--- src/rtl/instr_sequencer.sv ---
// Multi-cycle accumulator-machine sequencer: fetch/decode/execute over a memory
// with one cycle of registered read latency, plus STORE, SKIPCOND, JUMP and HALT.
module instr_sequencer #(
  parameter logic [15:0] RESET_PC = 16'h0000
) (
  input  logic        clk,
  input  logic        reset,
  input  logic        run,
  input  logic [15:0] mem_rdata,
  output logic [15:0] mem_addr,
  output logic [15:0] mem_wdata,
  output logic        mem_we,
  output logic [15:0] pc,
  output logic [15:0] ir,
  output logic [15:0] ac,
  output logic        halted,
  output logic        instr_done,
  output logic        illegal_op,
  output logic        ovf
);

  typedef enum logic [3:0] {
    S_FETCH,
    S_FETCH_RD,
    S_FETCH_LD,
    S_DECODE,
    S_OP_RD,
    S_OP_MBR,
    S_OP_EX,
    S_STORE,
    S_HALT
  } state_t;

  typedef enum logic [3:0] {
    OPC_LOAD     = 4'h1,
    OPC_STORE    = 4'h2,
    OPC_ADD      = 4'h3,
    OPC_SUBT     = 4'h4,
    OPC_HALT     = 4'h7,
    OPC_SKIPCOND = 4'h8,
    OPC_JUMP     = 4'h9,
    OPC_CLEAR    = 4'hA
  } opcode_t;

  state_t      state_q, state_d;
  logic [15:0] pc_q, pc_d;
  logic [15:0] ir_q, ir_d;
  logic [15:0] ac_q, ac_d;
  logic [15:0] mar_q, mar_d;
  logic [15:0] mbr_q, mbr_d;
  logic        ovf_q, ovf_d;

  opcode_t     opcode;
  logic [15:0] operand;
  logic [15:0] sum;
  logic [15:0] diff;
  logic        add_ovf;
  logic        sub_ovf;
  logic        skip;
  logic        done_c;
  logic        illegal_c;

  assign opcode  = opcode_t'(ir_q[15:12]);
  assign operand = {4'h0, ir_q[11:0]};
  assign sum     = ac_q + mbr_q;
  assign diff    = ac_q - mbr_q;
  // Signed overflow: operands' signs agree (add) or differ (sub) and the result sign flips.
  assign add_ovf = (ac_q[15] == mbr_q[15]) && (sum[15]  != ac_q[15]);
  assign sub_ovf = (ac_q[15] != mbr_q[15]) && (diff[15] != ac_q[15]);

  always_comb begin
    skip = 1'b0;
    unique case (ir_q[11:10])
      2'b00:   skip = ac_q[15];
      2'b01:   skip = (ac_q == '0);
      2'b10:   skip = !ac_q[15] && (ac_q != '0);
      default: skip = 1'b0;
    endcase
  end

  always_ff @(posedge clk) begin
    if (!reset) begin
      state_q <= S_FETCH;
      pc_q    <= RESET_PC;
      ir_q    <= '0;
      ac_q    <= '0;
      mar_q   <= '0;
      mbr_q   <= '0;
      ovf_q   <= 1'b0;
    end else begin
      state_q <= state_d;
      pc_q    <= pc_d;
      ir_q    <= ir_d;
      ac_q    <= ac_d;
      mar_q   <= mar_d;
      mbr_q   <= mbr_d;
      ovf_q   <= ovf_d;
    end
  end

  always_comb begin
    state_d   = state_q;
    pc_d      = pc_q;
    ir_d      = ir_q;
    ac_d      = ac_q;
    mar_d     = mar_q;
    mbr_d     = mbr_q;
    ovf_d     = ovf_q;
    done_c    = 1'b0;
    illegal_c = 1'b0;

    unique case (state_q)
      S_FETCH: begin
        if (run) begin
          mar_d   = pc_q;
          state_d = S_FETCH_RD;
        end
      end
      S_FETCH_RD: state_d = S_FETCH_LD;
      S_FETCH_LD: begin
        ir_d    = mem_rdata;
        pc_d    = pc_q + 16'd1;
        state_d = S_DECODE;
      end
      S_DECODE: begin
        mar_d   = operand;
        state_d = S_FETCH;
        case (opcode)
          OPC_LOAD, OPC_ADD, OPC_SUBT: state_d = S_OP_RD;
          OPC_STORE:                   state_d = S_STORE;
          OPC_HALT:                    state_d = S_HALT;
          OPC_JUMP: begin
            pc_d   = operand;
            done_c = 1'b1;
          end
          OPC_CLEAR: begin
            ac_d   = '0;
            done_c = 1'b1;
          end
          OPC_SKIPCOND: begin
            if (skip) pc_d = pc_q + 16'd1;
            done_c = 1'b1;
          end
          default: begin
            illegal_c = 1'b1;
            done_c    = 1'b1;
          end
        endcase
      end
      S_OP_RD: state_d = S_OP_MBR;
      S_OP_MBR: begin
        mbr_d   = mem_rdata;
        state_d = S_OP_EX;
      end
      S_OP_EX: begin
        done_c  = 1'b1;
        state_d = S_FETCH;
        case (opcode)
          OPC_LOAD: ac_d = mbr_q;
          OPC_ADD: begin
            ac_d  = sum;
            ovf_d = add_ovf;
          end
          OPC_SUBT: begin
            ac_d  = diff;
            ovf_d = sub_ovf;
          end
          default: ;
        endcase
      end
      S_STORE: begin
        done_c  = 1'b1;
        state_d = S_FETCH;
      end
      S_HALT:  state_d = S_HALT;
      default: state_d = S_FETCH;
    endcase
  end

  // Strobes are forced low while reset is held so no write can slip through mid-STORE.
  assign mem_we     = reset && (state_q == S_STORE);
  assign halted     = reset && (state_q == S_HALT);
  assign instr_done = reset && done_c;
  assign illegal_op = reset && illegal_c;

  assign mem_addr  = mar_q;
  assign mem_wdata = ac_q;
  assign pc        = pc_q;
  assign ir        = ir_q;
  assign ac        = ac_q;
  assign ovf       = ovf_q;

endmodule

--- config.mk ---
export PLATFORM = sky130hd
export DESIGN_NAME = instr_sequencer
export DESIGN_NICKNAME = d
export VERILOG_FILES = /design/src/rtl/instr_sequencer.sv
export SDC_FILE = /design/constraint.sdc
export NUM_CORES = 1
export LEC_CHECK = 0
export CELL_PAD_IN_SITES_DETAIL_PLACEMENT = 1
export CELL_PAD_IN_SITES_GLOBAL_PLACEMENT = 1
export CORE_ASPECT_RATIO = 1.1
export CORE_UTILIZATION = 32
export DETAILED_ROUTE_END_ITERATION = 10
export GPL_TIMING_DRIVEN = 0
export HOLD_SLACK_MARGIN = 0.06
export PLACE_DENSITY = 0.83
export SLEW_MARGIN = 40
export SYNTH_ARGS = -nofsm -noshare
export SYNTH_HDL_FRONTEND = slang
export SYNTH_SLANG_ARGS = --single-unit
--- constraint.sdc ---
create_clock -name clk -period 2.3 [get_ports clk]
set_input_delay 0.46 -clock clk [delete_from_list [all_inputs] [get_ports clk]]
set_output_delay 0.46 -clock clk [all_outputs]
set_load 0.01 [all_outputs]
==> run summary <==
OUTCOME
--------------------------------------------------------------------------------------------------------
Status                                                                                      complete, but fails checks
Failing checks                                                                              setup timing

FLOORPLANNING
--------------------------------------------------------------------------------------------------------
Die span in y                                                                                   142.9 µm
Initial Utilization                                                                               32.68%
I/O Pins                                                                                             104
Horizontal extent of the die                                                                    130.1 µm
Core Box Area                                                                                  17680 µm²
Rows                                                                                                  51
Area of the die                                                                                18590 µm²

STA
--------------------------------------------------------------------------------------------------------
Number of failing hold endpoints at the final stage                                                    0
Min Tclk post-route                                                                             2.360 ns
Fin Clk Skew                                                                                  0.01096 ns
Worst-case headroom to the max-slew limit                                                         51.53%
Slew @ Worst Pin                                                                               0.7270 ns
Portion of the clock cycle consumed by the worst path in the final layout                         102.6%
Number of pins exceeding their max-slew limit in the final report                                      0
Fmax                                                                                           423.8 MHz
Setup-violating endpoint count in the final report                                                     4
Final worst setup slack                                                                      -0.05984 ns
Unrepaired setup endpoints after global routing                                                     true

ROUTING
--------------------------------------------------------------------------------------------------------
Total via count in the routed design                                                                6516
DRC violation count after routing                                                                      0
Violation count after the first detailed-routing iteration                                           380
Average wire per standard cell                                                                  19.94 µm
Vias per cell                                                                                      5.584
Final ANT Viol Nets                                                                                    0
First drt pass iteration count                                                                         5
Wire length after detailed routing                                                              23.27 mm

CTS
--------------------------------------------------------------------------------------------------------
TritonCTS clock tree                                                                                done
Max H-tree Level                                                                                       3
Number of clock sinks                                                                                 85
TritonCTS buffer count                                                                                 9
CTS root buf                                                                                sky130_fd_sc_hd__clkbuf_16
Insertion delay to the later sink of the worst-skew pair                                         0.35 ns
Maximum count of clock buffers along a single path                                                     2
Number of buffers added to fix hold violations after cts                                               0
Post-CTS clock slew at the launch and capture registers of the worst setup and hold paths        0.07 ns

PLACEMENT
--------------------------------------------------------------------------------------------------------
PortBufs                                                                                             102
Cell count after placement                                                                          1120
Placed instance area                                                                            7128 µm²
Routability cong.                                                                                 0.9027
DP Wirelength                                                                                   16.30 mm

GLOBAL ROUTE
--------------------------------------------------------------------------------------------------------
Via count of the first global-routing pass                                                          6504
Number of antenna violations at the first check in global routing                                      0
Wire length of the first global-routing pass                                                    34.80 mm
Pin count of the biggest net entering global routing                                                  16
Total overflow reported by the global router                                                           0
Combined global-route utilization of all metal layers                                             24.48%

LOGIC SYNTHESIS
--------------------------------------------------------------------------------------------------------
Synthesized Nets                                                                                     833
Synth area leader                                                                           sky130_fd_sc_hd__dfxtp_1
Yosys cell types                                                                                      74
Simple-gate share of the synthesized area                                                         24.37%
Area share of the largest cell type after synthesis                                               29.46%
Number of enable flip-flop cells after synthesis                                                       0
Top cells by area in the synthesized netlist                                                sky130_fd_sc_hd__dfxtp_1, sky130_fd_sc_hd__a21oi_1, sky130_fd_sc_hd__nand2_1, sky130_fd_sc_hd__ha_1, sky130_fd_sc_hd__nor2_1
Count of state elements after synthesis                                                               85
Dominant combinational cell family by area after synthesis                                  compound AO/OA/AOI/OAI gates
Number of warnings issued by yosys                                                                     0
Fraction of synthesis flops using an asynchronous set or reset pin                                    0%
Share of synthesized cell area in full adder, half adder and majority cells                       7.624%
Area share of xor/xnor cells in the synthesized design                                            2.123%
Cell Area, Synth                                                                                5777 µm²
Post-Synthesis Cells                                                                                 780
Mux contribution to synthesized area                                                             0.6931%
Avg Cell Area, Syn                                                                             7.406 µm²
Fraction of the mapped netlist area in compound gates                                             27.64%
Top flip-flop cell by instance count after synthesis                                        sky130_fd_sc_hd__dfxtp_1
Sequential area share after synthesis                                                             29.46%

FINAL LAYOUT
--------------------------------------------------------------------------------------------------------
Count of non-filler cells in the finished layout                                                    1167
Fraction of final layout cells with drive strength greater than 1                                 23.68%
Post-route cell area                                                                            8424 µm²
Highest-count cells in the layout ignoring fill and taps                                    sky130_fd_sc_hd__nand2_1, sky130_fd_sc_hd__clkdlybuf4s50_1, sky130_fd_sc_hd__a21oi_1, sky130_fd_sc_hd__nor2_1, sky130_fd_sc_hd__buf_4
Most common library cell in the layout ignoring fill and taps                               sky130_fd_sc_hd__nand2_1
# fillers                                                                                           2119
Area Overhead vs Synth                                                                            45.83%
Number of antenna diodes                                                                               0
Area taken by multi-input logic gates                                                           4133 µm²
Total number of nets in the final design                                                             977
Area used by sequential logic in the layout                                                     1765 µm²

WORST SETUP PATH
--------------------------------------------------------------------------------------------------------
Data arrival time of the worst path                                                              2.64 ns
Worst Path Max Fanout                                                                                  6
Category of the worst setup path launch point                                                       flop
Critical path required time                                                                      2.58 ns
Type of the worst setup path                                                                     reg2reg
FF-to-FF setup slack                                                                            -0.06 ns
Setup crit end kind                                                                                 flop

POWER
--------------------------------------------------------------------------------------------------------
Leak                                                                                            3.090 nW
Worst IR drop on VDD                                                                           0.2598 mV
Power density over the cells                                                                482.7 nW/µm²

JOB
--------------------------------------------------------------------------------------------------------
Maxcap violations                                                                                      0

HOLD PATH
--------------------------------------------------------------------------------------------------------
Type of the most critical hold path                                                              reg2reg

[repair_timing]
| action | 4_1_cts | 5_1_grt |
|---|---|---|
| cloned | 1 | 1 |
| setup endpoints to repair | 36 | 37 |
| resized for setup | 129 | 72 |
| pin swaps | 24 | 30 |
| buffers inserted | 21 | 17 |
| hold endpoints to repair | 0 | 0 |
[cells in the mapped netlist (4+ instances only)]
cell type                  number
sky130_fd_sc_hd__o221a_2        5
sky130_fd_sc_hd__o221ai_1      15
sky130_fd_sc_hd__nand2_1      117
sky130_fd_sc_hd__a221o_1        6
sky130_fd_sc_hd__a31oi_1        6
sky130_fd_sc_hd__nor2_1        82
sky130_fd_sc_hd__buf_2          8
sky130_fd_sc_hd__ha_1          32
sky130_fd_sc_hd__a22oi_1        8
sky130_fd_sc_hd__o32ai_1        7
sky130_fd_sc_hd__buf_4         19
sky130_fd_sc_hd__a211oi_1       8
sky130_fd_sc_hd__nand2b_1      17
sky130_fd_sc_hd__nand3b_1       4
sky130_fd_sc_hd__xnor2_1        9
sky130_fd_sc_hd__inv_1         33
sky130_fd_sc_hd__nand3_1       22
sky130_fd_sc_hd__nand4_1        5
sky130_fd_sc_hd__nor3b_1        8
sky130_fd_sc_hd__o21a_1         5
sky130_fd_sc_hd__o21ai_0       23
sky130_fd_sc_hd__dfxtp_1       85
sky130_fd_sc_hd__nor2b_1        8
sky130_fd_sc_hd__a21oi_1       95
sky130_fd_sc_hd__o22ai_1        5
sky130_fd_sc_hd__clkbuf_1      41
sky130_fd_sc_hd__o211ai_1       4
sky130_fd_sc_hd__mux2i_1        4
sky130_fd_sc_hd__nor3_1        17
sky130_fd_sc_hd__nor4_1         9
sky130_fd_sc_hd__xor2_1         5
[metrics by stage]
stage                     TNS [ns]  util, %  setup WS [ns]  hold slack [ns]  power [mW]
final                      -0.2010    47.66       -0.05984           0.4664       4.067
after global routing       -0.7608    47.66        -0.1569           0.5019       4.216
after CTS                  -0.1665    45.70       -0.06612           0.4705       4.050
after detailed placement    -9.472    40.33         -1.161           0.4607       2.302
after global placement      -8.821    40.27         -1.160           0.4576       2.290
after floorplan                  0        -       0.003599           0.4614       2.011
[cells by family after synthesis]
family                     Yosys count
muxes                                4
buffers and inverters              103
xor gates and xnor gates            14
and+or+nand+nor                    306
adders and majority gates           34
AOI/OAI and AO/OA                  234
DFF                                 85
[final timing paths]
kind | end | startpoint | cells past startpoint
max | ovf | mbr_q[4] | 10
min reg2reg | mem_addr[14] | mem_addr[14] | 2
min | mem_addr[14] | mem_addr[14] | 2
max reg2reg | ovf | mbr_q[4] | 10
[metal layers]
layer,GRT usage [%],part of all wire [%],vias to the layer above
li1,-,-,3069
met1,29.33,42,3224
met2,43.14,51,172
met3,3.110,3.9,51
met4,11.02,3.4,0
met5,0,0,-
[worst max-delay path, cell delays in order (launching register included)]
cell	delay (ns)
sky130_fd_sc_hd__dfxtp_2	0.35
sky130_fd_sc_hd__inv_2	0.05
sky130_fd_sc_hd__ha_4	0.25
sky130_fd_sc_hd__buf_6	0.12
sky130_fd_sc_hd__buf_4	0.11
sky130_fd_sc_hd__nor3b_2	0.05
sky130_fd_sc_hd__a211oi_4	0.25
sky130_fd_sc_hd__nand2_2	0.12
sky130_fd_sc_hd__a221o_1	0.39
sky130_fd_sc_hd__or3_1	0.39
sky130_fd_sc_hd__a41oi_2	0.19
[final cells by class]
cell class              count  area share [%]
plain buffers              60           5.183
repair buffers            142           15.68
flip-flops and latches     85           20.96
inverters                  34           1.545
clock buffers              11           3.015
clock inverters             5           1.025
multi-input cells         592           49.06
well taps                 238           3.535
[report_power, final]
| group | internal, mW | switching [mW] | leakage [nW] |
|---|---|---|---|
| Combinational | 0.386 | 0.441 | 2.22 |
| Clock | 1.03 | 0.645 | 0.166 |
| Sequential | 1.50 | 0.0629 | 0.705 |
[registers in the layout, summed over array words and instances, names as in the netlist]
name,cells
mbr_q,16
state_q,4
mem_addr,16
pc,16
ir,16
ovf,1
ac,16
No activity file was read; power rests on OpenSTA's default activity.
